[src/rtl/bus_arbiter.sv]
// rtl/bus_arbiter.sv - two-master round-robin bus arbiter with bounded hold under contention
module bus_arbiter #(
  parameter int AW       = 16,
  parameter int DW       = 64,
  parameter int MAX_HOLD = 8
) (
  input  logic          clk,
  input  logic          reset_n,
  input  logic          m0_req,
  input  logic          m1_req,
  input  logic          m0_wr,
  input  logic          m1_wr,
  input  logic [AW-1:0] m0_addr,
  input  logic [AW-1:0] m1_addr,
  input  logic [DW-1:0] m0_dout,
  input  logic [DW-1:0] m1_dout,
  input  logic [DW-1:0] bus_din,
  output logic          m0_grant,
  output logic          m1_grant,
  output logic [DW-1:0] m0_din,
  output logic [DW-1:0] m1_din,
  output logic          bus_req,
  output logic          bus_wr,
  output logic [AW-1:0] bus_addr,
  output logic [DW-1:0] bus_dout
);

  typedef enum logic [1:0] {
    IDLE = 2'd0,
    GNT0 = 2'd1,
    GNT1 = 2'd2
  } state_t;

  localparam logic [7:0] HOLD_LAST = 8'(MAX_HOLD - 1);

  state_t     state;
  state_t     next_state;
  logic       last;
  logic       next_last;
  logic [7:0] hold_cnt;
  logic [7:0] next_hold_cnt;

  // Note: reset_n is active-high despite its name.
  always_ff @(posedge clk) begin
    if (reset_n) begin
      state    <= IDLE;
      last     <= 1'b1;
      hold_cnt <= 8'd0;
    end else begin
      state    <= next_state;
      last     <= next_last;
      hold_cnt <= next_hold_cnt;
    end
  end

  always_comb begin
    next_state = state;
    case (state)
      IDLE: begin
        if (m0_req && m1_req) next_state = last ? GNT0 : GNT1;
        else if (m0_req)      next_state = GNT0;
        else if (m1_req)      next_state = GNT1;
      end
      GNT0: begin
        if (!m0_req)                              next_state = m1_req ? GNT1 : IDLE;
        else if (m1_req && hold_cnt == HOLD_LAST) next_state = GNT1;
      end
      GNT1: begin
        if (!m1_req)                              next_state = m0_req ? GNT0 : IDLE;
        else if (m0_req && hold_cnt == HOLD_LAST) next_state = GNT0;
      end
      default: next_state = IDLE;
    endcase
  end

  // Hold counter restarts on any change of owner and saturates so an
  // uncontested master can keep the bus indefinitely.
  always_comb begin
    next_hold_cnt = 8'd0;
    next_last     = last;
    if (next_state == GNT0) next_last = 1'b0;
    if (next_state == GNT1) next_last = 1'b1;
    if (next_state != IDLE && next_state == state) begin
      next_hold_cnt = (hold_cnt < HOLD_LAST) ? hold_cnt + 8'd1 : hold_cnt;
    end
  end

  assign m0_grant = (state == GNT0);
  assign m1_grant = (state == GNT1);

  always_comb begin
    bus_req  = 1'b0;
    bus_wr   = 1'b0;
    bus_addr = '0;
    bus_dout = '0;
    m0_din   = '0;
    m1_din   = '0;
    case (state)
      GNT0: begin
        bus_req  = m0_req;
        bus_wr   = m0_wr;
        bus_addr = m0_addr;
        bus_dout = m0_dout;
        m0_din   = bus_din;
      end
      GNT1: begin
        bus_req  = m1_req;
        bus_wr   = m1_wr;
        bus_addr = m1_addr;
        bus_dout = m1_dout;
        m1_din   = bus_din;
      end
      default: ;
    endcase
  end

endmodule

[config.mk]
export PLATFORM = sky130hd
export DESIGN_NAME = bus_arbiter
export DESIGN_NICKNAME = d
export VERILOG_FILES = /design/src/rtl/bus_arbiter.sv
export SDC_FILE = /design/constraint.sdc
export NUM_CORES = 1
export LEC_CHECK = 0
export ABC_AREA = 1
export CORE_AREA = 3 3 171 173
export DETAILED_ROUTE_END_ITERATION = 16
export DIE_AREA = 0 0 174 176
export HOLD_SLACK_MARGIN = 0.12
export PLACE_DENSITY = 0.51
export SLEW_MARGIN = 20
export SYNTH_ARGS = -nofsm -noshare
export SYNTH_HDL_FRONTEND = slang
export SYNTH_SLANG_ARGS = --single-unit
[constraint.sdc]
create_clock -name clk -period 2.2 [get_ports clk]
set_input_delay 0.66 -clock clk [delete_from_list [all_inputs] [get_ports clk]]
set_output_delay 0.66 -clock clk [all_outputs]
set_load 0.1 [all_outputs]
-- Word-level counts from Yosys, hierarchy flattened
Cells that the tools add are included.
- output and inout port bits: 212
- register bits: 11
- magnitude comparators: 1
- equal/unequal tests: 6
- reduce and logical (&&, ||, !) cells: 8
- multiplexer cells: 17
- $add $sub $neg: 1
- bitwise operators: 1
- operators by type and width (operator ; number):
    64-bit 2-to-1 mux ; 2
    64-bit case mux with 2 select lines ; 1
    16-bit case mux with 2 select lines ; 1
    2-bit 2-to-1 mux ; 9
    8-bit by 1-bit adder with 8-bit output (second input constant) ; 1
    8-bit by 3-bit equality test with 1-bit output (second input constant) ; 1
    8-bit by 3-bit < comparator with 1-bit output (second input constant) ; 1
    2-bit case mux with 3 select lines ; 1
    2-bit by 1-bit equality test with 1-bit output (second input constant) ; 2
    2-bit equality test (second input constant) ; 2
    1-bit logical AND ; 4
    1-bit case mux with 2 select lines ; 2
    2-bit OR reduction ; 2
    2-bit equality test ; 1
    2-bit logical NOT ; 1
    2-bit nonzero test ; 1
    1-bit 2-to-1 mux ; 1
    1-bit NOT ; 1

-- Longest topological paths before layout
- word-level depth: 9
- gate-level depth with buffers: 12
- depth with buffers taken out: 12

-- Worst setup path after synthesis
No wires, ideal clock.
- kind: flip-flop to output port
- start: register state[0]
- end: output port bus_addr[0]
- arrival time: 3.455 ns
- cell stages (with the launch flop): 7
- setup slack: -1.915 ns
- buffers on the path: 2
- cell sequence: dfxtp_1 > inv_1 > ha_1 > clkbuf_1 > clkbuf_1 > nand2_1 > a21oi_1
- cells in the longest elaborated chain, start to end: 2
- ends and longest elaborated chain (item ; RTL line ; source):
    start, declared ; 36 ; state_t state;
    start signal, assigned ; 50 ; state <= next_state;
    2-bit equality test ; -- ;
    net m1_grant ; 19 ; output logic m1_grant,
    16-bit case mux with 2 select lines ; 98 ; case (state)
    end, declared ; 24 ; output logic [AW-1:0] bus_addr,
The timed path passes the listed nets, and every way through them passes these cells.

-- Worst setup path in the final report
- start: register state[1]
- end: output port m1_din[44]
- cells in the longest elaborated chain, start to end: 2
- ends and longest elaborated chain (item ; RTL line ; source):
    2-bit equality test ; 98 ;
    64-bit 2-to-1 mux ; 98 ;
    end, declared ; 21 ; output logic [DW-1:0] m1_din,
No other way between the ends.

==> flow_summary.yaml <==
yosys:
  synth_commonest_cells: "nand2_1 (309), inv_1 (144), a21oi_1 (87)"
  synth_top_family_by_area: "simple AND/OR/NAND/NOR gates"
  syn-num-nets: 871
  syn_avg_cell_area_um2: 4.38
  yosysWarningCount: 0
  synth_xor_area_share_pct: 0.315
  ys_async_sr_fraction_pct: 0
  ys_ff_latch: 11
  synth_adder_area_share_pct: 2.25
  synth_top_area_share_pct: 41.7
  syn_area_mm2: 0.00278
  seq_area_frac_synth_pct: 7.91
  synth_edf_count: 0
  synth_top_area_cell: "nand2_1"
  synth_area_leaders: "nand2_1 (42%), inv_1 (19%), a21oi_1 (16%)"
  synth_compound_area_share_pct: 16.7
  synth_cells: 636
  yosysMostFrequentCell: "nand2_1"
  synth_mux_area_share_pct: 0
  synth_ff_type: "dfxtp_1"
  yosys.cell_types.count: 22
  synth-simple-area-share_pct: 47.2
floorplan:
  num_rows: 61
  core_area_mm2: 0.0278
  io_pins: 442
  die_h_um: 176
  die-area_mm2: 0.0306
  die_w_um: 174
  initial_core_util_pct: 10.0
power:
  sw_frac_of_total_pct: 56.5
  power_frac_clock_pct: 3.7
  pwr-share-seq_pct: 2.6
  p_per_area_mw_per_mm2: 603
  ir_drop_mv: 0.358
  p_comb_share_pct: 93.7
  intPower_mw: 3.84
  total_power_mw: 8.82
  p_leak_nw: 5.56
  p_sw_mw: 4.98
sta:
  setup_viol: 207
  clock_skew_ns: 0.00185
  max_freq_mhz: 405
  period_needed_ns: 2.47
  max_slew_margin_pct: 78.9
  setup_ws_ns: -0.267
  drv_slew: 0
  whs_ns: 0.438
  rsz0062_at_grt: "true"
  finalCritPeriodShare_pct: 112
  worstMarginPinSlew_ns: 0.313
  hold_violations: 0
  setup_tns_ns: -29.35
hold_path:
  min_delay_path_depth: 2
  hp-class: "reg -> reg"
  min_from: "hold_cnt[6]"
  whs_endpoint: "hold_cnt[6]"
global_routing:
  grtUsageTotal_pct: 16.4
  grt_max_degree: 23
  antenna_found_initial: 2
  grt.overflow.total: 0
  grt_pass1_vias: 5951
  grt_pass1_wl_mm: 38.4
routing:
  ant_nets: 0
  wl_met2_mm: 16.0
  first_pass_iters: 4
  drc: 0
  vias: 5982
  wl_per_cell_um: 18.6
  avgViaCountPerCell: 3.85
  drt-met1-wl_mm: 10.6
  highest_layer: "met4"
  first_iter_violations: 107
  drt-total-wl_mm: 28.9
  met3WireLength_mm: 1.79
clock_network:
  clockBufferDepth: 2
  clkTransAtPathRegs_ns: 0.04
  clock_sinks: 11
  root_buffer: "clkbuf_16"
  cts_made_buffers: 3
  htree_levels: 1
  insertion_delay_ns: 0.23
  tritoncts: "yes"
  ctsHoldBuffers: 0
setup_path:
  r2r-end: "hold_cnt[3]"
  critical_path.cell_chain: "buf_4 -> ha_4 -> buf_12 -> buf_12 -> buf_12 -> buf_12 -> nand2_4 -> clkinvlp_4 -> buf_12"
  end_kind: "output port"
  critPathMaxFanout: 8
  cp-start-kind: "flop"
  slowest_stage: "dfxtp_4"
  r2r_cells: 16
  regToRegStartpoint: "state[0]"
  crit_type: "reg -> out"
  cp.arrival_ns: 1.81
  critPathRequiredTime_ns: 1.54
  slowest_delay_ns: 0.35
  cp_common_cell: "buf_12"
  r2r_setup_slack_ns: 0.11
placed_design:
  numPortBuffers: 441
  pre_cts_slack_ns: -0.288
  hpwl_mm: 20.3
  gp_congestion: 0.823
final_layout:
  final_layout_size_suffix_gt1_share_pct: 69.0
  area_growth_pct: 425
  nNetsFinal: 1411
outcome:
  status: "finished, violations left"
  violations: "setup timing"
job:
  max-cap-violations: 0
-- logic make-up after synthesis --
kind of cell	count (synthesis)
flops	11
simple gates	342
xor+xnor	1
compound gates	91
fa+ha+maj	5
buf+inv	186
-- metrics by stage --
stage                     cells  utilization (%)  area (µm²)
after global routing       1554             52.6       14600
after global placement     1469             42.5       11800
after detailed placement   1469             42.5       11800
after CTS                  1526             48.2       13400
final                      1554             52.6       14600
after floorplan             636                -        4460
-- layout by cell type, fill, tap and decap left out, types with 2 or more instances in the layout --
master | Yosys | final
inv_1 | 144 | 14
nand3_1 | 2 | 2
dlymetal6s2s_1 | 0 | 7
nor2_1 | 22 | 19
buf_6 | 0 | 22
clkbuf_16 | 0 | 18
clkinvlp_4 | 0 | 128
nand2_1 | 309 | 76
nand4_1 | 2 | 2
buf_4 | 0 | 36
buf_12 | 0 | 251
dfxtp_1 | 11 | 9
a21oi_1 | 87 | 4
buf_8 | 0 | 9
ha_1 | 5 | 2
a21oi_4 | 0 | 81
ha_4 | 0 | 3
dfxtp_4 | 0 | 2
nor2_2 | 1 | 4
buf_16 | 0 | 13
nand2_2 | 2 | 104
nand2_4 | 0 | 131
clkdlybuf4s50_1 | 0 | 221
a21oi_2 | 2 | 4
-- worst max-delay path: cells and delay by family, from the launching register on --
family	cells	cell delay, ns
buffers and inverters	7	0.97
DFF	1	0.35
adders and majority gates	1	0.18
and+or+nand+nor	1	0.06
-- worst max path at each step --
stage / cells past startpoint / end / start
2_1_floorplan: 6 / bus_dout[22] / state[0]
3_3_place_gp: 5 / bus_dout[23] / m1_dout[23]
3_5_place_dp: 5 / bus_dout[23] / m1_dout[23]
4_1_cts: 8 / bus_addr[3] / state[1]
5_1_grt: 9 / m1_din[44] / state[1]
6_report: 9 / m1_din[44] / state[1]
-- what timing repair did --
item                                   CTS  global route
endpoints found under the hold margin    0             0
setup endpoints to repair              184           219
buffers inserted                        38            22
pin swaps                               32            50
gates cloned                            15            17
resized for setup                      213           208
-- area by class of cell --
class                           instances  area, µm²
Antenna cell                            1       2.50
Clock buffer                            4       78.8
Fill cell                            2443      13200
Inverter                              146       1050
Multi-Input combinational cell        439       4060
Sequential cell                        11        228
Tap cell                              378        473
Timing Repair Buffer                  575       8720
-- flip-flops by register name (all words and copies together), names as in the netlist --
signal / cells
hold_cnt: 8
state: 2
last: 1
-- power groups by stage --
stage	sequential, mW	combinational (mW)	clock [mW]
detailed placement	0.239	6.59	0
global route	0.233	8.55	0.348
global placement	0.238	6.58	0
CTS	0.230	7.70	0.335
finish	0.230	8.26	0.325
floorplan	0.236	3.95	0
-- metal layers --
layer | GRT usage (%) | vias to the layer above
met5 | 0 | -
met4 | 2.28 | 0
met3 | 3.98 | 23
met2 | 31.4 | 241
met1 | 18.7 | 2777
li1 | - | 2941
(Power assumes the default switching activity.)
